==> src/rtl/axon_spike_scheduler.sv <==
// Per-timestep axon sequencer: snapshots both cores' spike vectors on start,
// then issues every set axon as {core, index}, round-robin between the cores,
// and finishes each timestep with a one-cycle done pulse.
module axon_spike_scheduler #(
    parameter int NUM_AXONS = 256,
    parameter int IDX_W     = 8,
    parameter int TS_W      = 16
) (
    input  logic                 wb_clk_i,
    input  logic                 wb_rst_ni,
    input  logic                 start_i,
    input  logic                 abort_i,
    input  logic [1:0]           core_en_i,
    input  logic [NUM_AXONS-1:0] spike_axon_0_i,
    input  logic [NUM_AXONS-1:0] spike_axon_1_i,
    output logic                 axon_valid_o,
    input  logic                 axon_ready_i,
    output logic                 axon_core_o,
    output logic [IDX_W-1:0]     axon_idx_o,
    output logic                 busy_o,
    output logic                 done_o,
    output logic [TS_W-1:0]      ts_count_o,
    output logic [IDX_W+1:0]     spike_count_o
);

    typedef enum logic [1:0] {S_IDLE, S_ISSUE, S_DONE} state_t;

    state_t                state_q, state_d;
    logic [NUM_AXONS-1:0]  snap0_q, snap1_q, snap0_d, snap1_d;
    logic                  last_grant_q, last_grant_d;
    logic                  valid_d, core_d;
    logic [IDX_W-1:0]      idx_d;
    logic [TS_W-1:0]       ts_d;
    logic [IDX_W+1:0]      cnt_d;
    logic                  regrant, any0, any1;
    logic                  xfer;

    // Lowest set bit wins, giving ascending issue order within a core.
    function automatic logic [IDX_W-1:0] lowest_set(input logic [NUM_AXONS-1:0] vec);
        logic [IDX_W-1:0] idx;
        idx = '0;
        for (int i = NUM_AXONS - 1; i >= 0; i--) begin
            if (vec[i]) idx = IDX_W'(i);
        end
        return idx;
    endfunction

    assign xfer   = axon_valid_o & axon_ready_i;
    assign busy_o = (state_q != S_IDLE);
    assign done_o = (state_q == S_DONE);

    // Next-state, snapshot update and registered-output selection.
    always_comb begin
        state_d      = state_q;
        snap0_d      = snap0_q;
        snap1_d      = snap1_q;
        last_grant_d = last_grant_q;
        valid_d      = axon_valid_o;
        core_d       = axon_core_o;
        idx_d        = axon_idx_o;
        ts_d         = ts_count_o;
        cnt_d        = spike_count_o;
        regrant      = 1'b0;
        any0         = 1'b0;
        any1         = 1'b0;

        if (abort_i) begin
            // Abort drops the timestep silently; counters keep their values.
            state_d = S_IDLE;
            snap0_d = '0;
            snap1_d = '0;
            valid_d = 1'b0;
        end else begin
            unique case (state_q)
                S_IDLE: begin
                    if (start_i) begin
                        snap0_d = spike_axon_0_i & {NUM_AXONS{core_en_i[0]}};
                        snap1_d = spike_axon_1_i & {NUM_AXONS{core_en_i[1]}};
                        cnt_d   = '0;
                        state_d = S_ISSUE;
                        regrant = 1'b1;
                    end
                end
                S_ISSUE: begin
                    if (xfer) begin
                        if (axon_core_o) snap1_d[axon_idx_o] = 1'b0;
                        else             snap0_d[axon_idx_o] = 1'b0;
                        cnt_d   = spike_count_o + (IDX_W+2)'(1);
                        regrant = 1'b1;
                    end else if (!axon_valid_o) begin
                        // Valid is low in ISSUE only once both snapshots are empty.
                        state_d = S_DONE;
                    end
                end
                S_DONE: begin
                    state_d = S_IDLE;
                    ts_d    = ts_count_o + TS_W'(1);
                end
                default: state_d = S_IDLE;
            endcase
        end

        if (regrant) begin
            any0    = |snap0_d;
            any1    = |snap1_d;
            valid_d = any0 | any1;
            if (any0 && any1) core_d = ~last_grant_q;
            else if (any0)    core_d = 1'b0;
            else if (any1)    core_d = 1'b1;
            if (valid_d) begin
                last_grant_d = core_d;
                idx_d        = core_d ? lowest_set(snap1_d) : lowest_set(snap0_d);
            end
        end
    end

    // State, snapshots and all outputs are registered; reset clears everything.
    always_ff @(posedge wb_clk_i or negedge wb_rst_ni) begin
        if (!wb_rst_ni) begin
            state_q       <= S_IDLE;
            snap0_q       <= '0;
            snap1_q       <= '0;
            last_grant_q  <= 1'b1;
            axon_valid_o  <= 1'b0;
            axon_core_o   <= 1'b0;
            axon_idx_o    <= '0;
            ts_count_o    <= '0;
            spike_count_o <= '0;
        end else begin
            state_q       <= state_d;
            snap0_q       <= snap0_d;
            snap1_q       <= snap1_d;
            last_grant_q  <= last_grant_d;
            axon_valid_o  <= valid_d;
            axon_core_o   <= core_d;
            axon_idx_o    <= idx_d;
            ts_count_o    <= ts_d;
            spike_count_o <= cnt_d;
        end
    end

endmodule

==> config.mk <==
export PLATFORM = sky130hd
export DESIGN_NAME = axon_spike_scheduler
export DESIGN_NICKNAME = d
export VERILOG_FILES = /design/src/rtl/axon_spike_scheduler.sv
export SDC_FILE = /design/constraint.sdc
export NUM_CORES = 2
export LEC_CHECK = 0
export CORE_AREA = 2 2 304 306
export DETAILED_ROUTE_END_ITERATION = 10
export DIE_AREA = 0 0 306 308
export HOLD_SLACK_MARGIN = 0.08
export PLACE_DENSITY = 0.73
export SLEW_MARGIN = 20
export SYNTH_ARGS = -nofsm -noshare
export SYNTH_HDL_FRONTEND = slang
export SYNTH_SLANG_ARGS = --single-unit
==> constraint.sdc <==
create_clock -name wb_clk_i -period 4.3 [get_ports wb_clk_i]
set_input_delay 0.645 -clock wb_clk_i [delete_from_list [all_inputs] [get_ports wb_clk_i]]
set_output_delay 0.645 -clock wb_clk_i [all_outputs]
set_load 0.01 [all_outputs]
---- After elaboration in Yosys (flattened, before gate mapping) ----
Cells that the tools add are included.
word-level totals
  register bits ........................... 551
  word-level logic and storage cells ...... 584
  input bits .............................. 519
operators by class
  bitwise logic cells ..................... 9
  add/sub/neg operators ................... 2
  eq/ne operators ......................... 7
  magnitude comparators ................... 2
  multiplexer cells ....................... 543
  reductions and logical operators ........ 12
operators by type and width
  operator                                                           count
  2-to-1 mux 8 bit                                                   513
  2-to-1 mux 256 bit                                                 8
  bitwise AND 256 bit                                                4
  case mux 256 bit (2 select lines)                                  2
  OR reduction 256 bit                                               2
  NOT 256 bit                                                        1
  2-to-1 mux 10 bit                                                  2
  case mux 10 bit (2 select lines)                                   1
  adder 16 x 1 -> 16 bit, second input constant                      1
  adder 10 x 1 -> 10 bit, second input constant                      1
  2-to-1 mux 1 bit                                                   10
  < comparator 8 x 9 -> 1 bit, second input constant                 1
  inequality test 3 bit, second input constant                       3
  demux 1 bit (select 8 bit)                                         1
  greater-or-equal comparator 8 x 1 -> 1 bit, second input constant  1
  2-to-1 mux 2 bit                                                   4
  nonzero test 2 bit                                                 3
  inequality test 2 bit, second input constant                       2
  case mux 2 bit (2 select lines)                                    1
  AND reduction 2 bit                                                2
  AND reduction 4 bit                                                1
  AND reduction 3 bit                                                1
  equality test 2 x 1 -> 1 bit, second input constant                1
  equality test 2 bit, second input constant                         1
  other kinds (6)                                                    8

---- Logic depth before layout (Yosys ltp) ----
  word-level depth ........................ 267
  mapped depth ............................ 20

---- Least setup slack after synthesis ----
OpenSTA, ideal clock, no wires.
  path kind ............................... input -> register
  from .................................... in abort_i
  to ...................................... reg axon_idx_o[0]
  path slack .............................. 0.375 ns
  library setup time ...................... 0.071 ns
  data required time ...................... 4.229 ns
  data arrival time ....................... 3.854 ns
  stages on the path ...................... 16
  buffers on the path ..................... 6
  cells stage by stage .................... clkbuf_1 > nor2_1 > buf_2 > buf_2 > buf_1 > buf_2 > a32oi_1 > nand4_1 > nor4_1 > nand4_1 > nor4_4 > nand3_2 > o41a_4 > buf_6 > a41o_1 > nor2_1
between the ends
  cells in the longest elaborated chain, start to end .. 258
RTL lines
  what                             line  source
  start, declared                  12    input logic abort_i,
  2-to-1 mux 256 bit               67    if (abort_i) begin
  2-to-1 mux 8 bit (256 in a row)  43    if (vec[i]) idx = IDX_W'(i);
  2-to-1 mux 8 bit                 112   idx_d = core_d ? lowest_set(snap1_d) : lowest_set(snap0_d);
  end signal, assigned             136   axon_idx_o <= idx_d;
  end, declared                    19    output logic [IDX_W-1:0] axon_idx_o,
Parallel ways exist; a longest one is shown, timed or not. The select of a mux whose other input is x is not followed.
A chain may end at the register's enable or synchronous reset.

---- Worst setup path after layout ----
  from .................................... reg state_q[1]
  to ...................................... reg axon_idx_o[1]
between the ends
  cells in the longest elaborated chain, start to end .. 260
RTL lines
  what                                                                      line  source
  start, declared                                                           28    state_t state_q, state_d;
  start signal, assigned                                                    130   state_q <= state_d;
  equality test 2 x 1 -> 1 bit / logical NOT 2 bit (equally long branches)  74    unique case (state_q)
  case mux 256 bit (2 select lines)                                         74
  2-to-1 mux 256 bit                                                        67
  2-to-1 mux 8 bit (256 in a row)                                           43
  2-to-1 mux 8 bit                                                          112
Parallel ways exist; a longest one is shown, timed or not. The select of a mux whose other input is x is not followed.

==> impl_metrics.csv <==
group,metric,value,unit
cells_and_area,fin_area,57100,sq um
cells_and_area,layout_common_cells,"buf_4 (1320), clkdlybuf4s50_1 (551), dfrtp_1 (544)",
floorplan,die_h,308,microns
sta,finClkSkew,0.0243,ns
synth,yosysWarnings,0,
place,place_area,52700,sq um
power_and_ir_drop,intPower,12.8,mW
sta,max_clock_freq,0.226,GHz
worst_setup_path,timing.rr.end,"axon_idx_o[1]$_DFFE_PN0P_",
power_and_ir_drop,ir_drop,0.000327,V
worst_setup_path,critPathRequiredTime,4.86,ns
grt,track_usage,43.5,%
worst_setup_path,critPathArrivalTime,4.99,ns
worst_setup_path,cp_cell_sequence,"and4b_4, buf_4, buf_12, buf_12, nand3_1, o211ai_1, o211ai_1, nor4_2, buf_4, o311ai_0, buf_4, or4_1, a211oi_2, o211ai_1, nand3_1, a31o_1, a21o_1",
clocking,cts_buffers,69,
power_and_ir_drop,switchingPower,8.07,mW
grt,antenna_found_initial,5,
cells_and_area,nNetsFinal,6376,
synth,post-synth-top-area-cell,"dfrtp_1",
clocking,hold_buffers,0,
sta,fin_crit_sh,103,%
sta,setup_viol,8,
floorplan,die_w,306,microns
worst_setup_path,worstSetupPathDepth,17,
floorplan,coreArea,91000,sq um
power_and_ir_drop,power_density,366,nW/um^2
cells_and_area,synthToLayoutAreaGrowth,58.6,%
cells_and_area,seqCellArea,13800,sq um
grt,grt_pass1_vias,44268,
min_path,hp-class,"input pin to asynchronous set/reset pin",
power_and_ir_drop,power_switching_share,38.6,%
drt,first_pass_iters,6,
synth,synth_top_area_share,38.2,%
worst_setup_path,crit_slowest_cell,"or4_1",
cells_and_area,drive_above_1_share,31.1,%
worst_setup_path,crit_family,"simple AND/OR/NAND/NOR gates",
sta,tightest_slew,1.06,ns
worst_setup_path,crit_path_max_fanout,30,
worst_setup_path,critical_path_class,"flop to flop",
sta,drv_slew,0,
drt,viasPerCell,6.54,
power_and_ir_drop,finalPower,20.9,mW
grt,grt_pass1_wl,302000,microns
floorplan,die_area,94200,sq um
worst_setup_path,crit_path_max_incr_delay,0.59,ns
power_and_ir_drop,power_frac_comb,44.1,%
cells_and_area,multiInputGateArea,20800,sq um
floorplan,io_pins,557,
synth,async_flop_share,100,%
run_status,status,"finished, violations left",
drt,routed_wl,215000,microns
sta,rsz0062_at_grt,"true",
place,place_congestion,1.09,
synth,syn-instance-count,4155,
synth,synthFlopType,"dfrtp_1",
synth,synth_edf_count,0,
drt,drt_iter0_markers,6689,
drt,drc,0,
worst_setup_path,r2r_start,"state_q[1]$_DFFE_PN0P_",
drt,routed-via-count,46418,
flow_run,cap_violations,0,
clocking,insertion_delay,0.63,ns
clocking,cts_sinks,551,
power_and_ir_drop,cellLeakagePower,25.8,nW
worst_setup_path,r2r_setup_slack,-0.13,ns
floorplan,initial_utilization,39.6,%
sta,worst_hold_slack,0.0848,ns
sta,finalCriticalPeriod,4.43,ns
synth,syn_area_per_cell,8.67,sq um
power_and_ir_drop,power_frac_seq,26.7,%
synth,yosysSeqAreaShare,38.3,%
floorplan,rows,111,
clocking,cts_buffer_depth,3,
cells_and_area,fill_cells,7780,
worst_setup_path,reg2regPathDepth,17,
clocking,root_buffer,"clkbuf_16",
run_status,violations,"setup timing",
synth,ys_seq_elements,551,
power_and_ir_drop,power_frac_clock,29.2,%
sta,setup_ws,-0.131,ns
worst_setup_path,critPathCaptureType,"flop",
worst_setup_path,startpoint_type,"flop",
drt,final_antenna_net_count,0,
grt,grt.overflow.total,0,
sta,fin_setup_tns,-0.688,ns
synth,syn_nets,4676,
grt,grt_start_max_net_pins,103,
place,dp.final_hpwl,164000,microns
worst_setup_path,critPathBufInv,5,
place,port-buffer-count,556,
clocking,cts_tree,"done",
clocking,h-tree-depth,3,
synth,synth.area.top_cells,"dfrtp_1 (38%), nand4_1 (5.8%), a32o_1 (5.2%)",
synth,synth_area,36000,sq um
synth,synthDistinctLibCells,107,
sta,relSlewSlack,29.2,%
drt,drt-wirelength-per-cell,30.3,microns
cells_and_area,post-route-util,62.8,%
clocking,path_clk_slew,0.06,ns
sta,finalHoldViolations,0,
cells_and_area,final_common_cell,"buf_4",
-- state kept, by name, indices dropped and copies added (netlist names) --
signal,count
snap0_q,256
axon_idx_o,8
axon_valid_o,1
snap1_q,256
spike_count_o,10
axon_core_o,1
ts_count_o,16
last_grant_q,1
state_q,2
-- timing repair --
item | 4_1_cts | 5_1_grt
buffers inserted | 47 | 33
pin swaps | 29 | 59
endpoints found under the setup margin | 11 | 10
resized for setup | 112 | 133
gates cloned | 2 | 5
-- cell usage after synthesis, types with 11 or more instances --
master	number
a2111oi_0	18
a211oi_1	29
a21o_1	38
a21oi_1	217
a22o_1	13
a22oi_1	12
a31oi_1	58
a32o_1	188
a32oi_1	92
and2_1	54
and3_1	29
buf_1	47
buf_2	151
buf_4	39
buf_6	27
clkbuf_1	134
dfrtp_1	550
inv_1	132
nand2_1	275
nand2b_1	36
nand3_1	184
nand4_1	334
nand4b_1	13
nand4bb_1	14
nor2_1	374
nor2b_1	28
nor3_1	87
nor4_1	56
nor4_2	12
o211a_1	16
o211ai_1	116
o21a_1	26
o21ai_0	242
o21bai_1	23
o22ai_1	13
o31ai_1	20
o41a_1	20
o41ai_1	94
or2_2	18
or3_1	15
or4_1	19
xnor2_1	11
xor2_1	12
-- cells by family (layout without fill, tap and decap cells) --
logic type,after synthesis,in the layout,share of synthesized area [%]
adders and majority gates,2,2,0.0695
xor gates and xnor gates,23,23,0.559
DFF,551,551,38.3
and+or+nand+nor,1657,1657,25.3
buffers and inverters,537,2288,7.09
muxes,7,7,0.208
AOI/OAI and AO/OA,1378,1378,28.5
other,0,1,0
-- per-stage QoR --
stage | std cells | setup WS [ns]
6_report | 7093 | -0.131
5_1_grt | 7092 | -0.184
4_1_cts | 7055 | 0.000708
3_5_place_dp | 6885 | -1.31
3_3_place_gp | 6885 | -1.31
2_1_floorplan | 4155 | 0.375
-- layout make-up --
class | instances | area share (%)
Antenna cell | 1 | 0.00438
Clock buffer | 106 | 3.69
Clock inverter | 16 | 0.320
Inverter | 139 | 0.918
Multi-Input combinational cell | 3067 | 36.3
Sequential cell | 551 | 24.2
Tap cell | 1186 | 2.60
Timing Repair Buffer | 2027 | 32.0
-- power by group through the flow --
stage | sequential [mW] | clock, mW | combinational (mW)
after CTS | 5.57 | 6.09 | 8.55
final | 5.59 | 6.10 | 9.22
after global placement | 5.67 | 0 | 8.15
after global routing | 5.61 | 6.29 | 9.37
after detailed placement | 5.68 | 0 | 8.16
after floorplan | 5.65 | 0 | 3.12
-- per-layer routing --
metal  vias to the layer above  global-route usage (%)  share of wire, %
li1                      19665                       -                 -
met1                     22555                    58.2                39
met2                      3466                    63.5                42
met3                       728                    11.2                12
met4                         4                    24.7               6.7
met5                         -                       0             0.013
-- worst register-to-register path, cell delays in order (launching register included) --
cell and delay [ns]:
dfrtp_1 0.44, and4b_4 0.42, buf_4 0.14, buf_12 0.14
buf_12 0.21, nand3_1 0.21, o211ai_1 0.31, o211ai_1 0.18
nor4_2 0.30, buf_4 0.16, o311ai_0 0.18, buf_4 0.21
or4_1 0.59, a211oi_2 0.22, o211ai_1 0.20, nand3_1 0.23
a31o_1 0.17, a21o_1 0.08
-- worst max-delay path by stage --
stage | end | from | slack [ns]
5_1_grt | axon_idx_o[1]$_DFFE_PN0P_ | state_q[1]$_DFFE_PN0P_ | -0.18
6_report | axon_idx_o[1]$_DFFE_PN0P_ | state_q[1]$_DFFE_PN0P_ | -0.13
2_1_floorplan | axon_idx_o[0]$_DFFE_PN0P_ | abort_i | 0.37
4_1_cts | axon_idx_o[5]$_DFFE_PN0P_ | axon_idx_o[3]$_DFFE_PN0P_ | 0.0007
3_5_place_dp | axon_idx_o[0]$_DFFE_PN0P_ | axon_ready_i | -1.31
3_3_place_gp | axon_idx_o[0]$_DFFE_PN0P_ | axon_ready_i | -1.31
(Power assumes the default switching activity.)
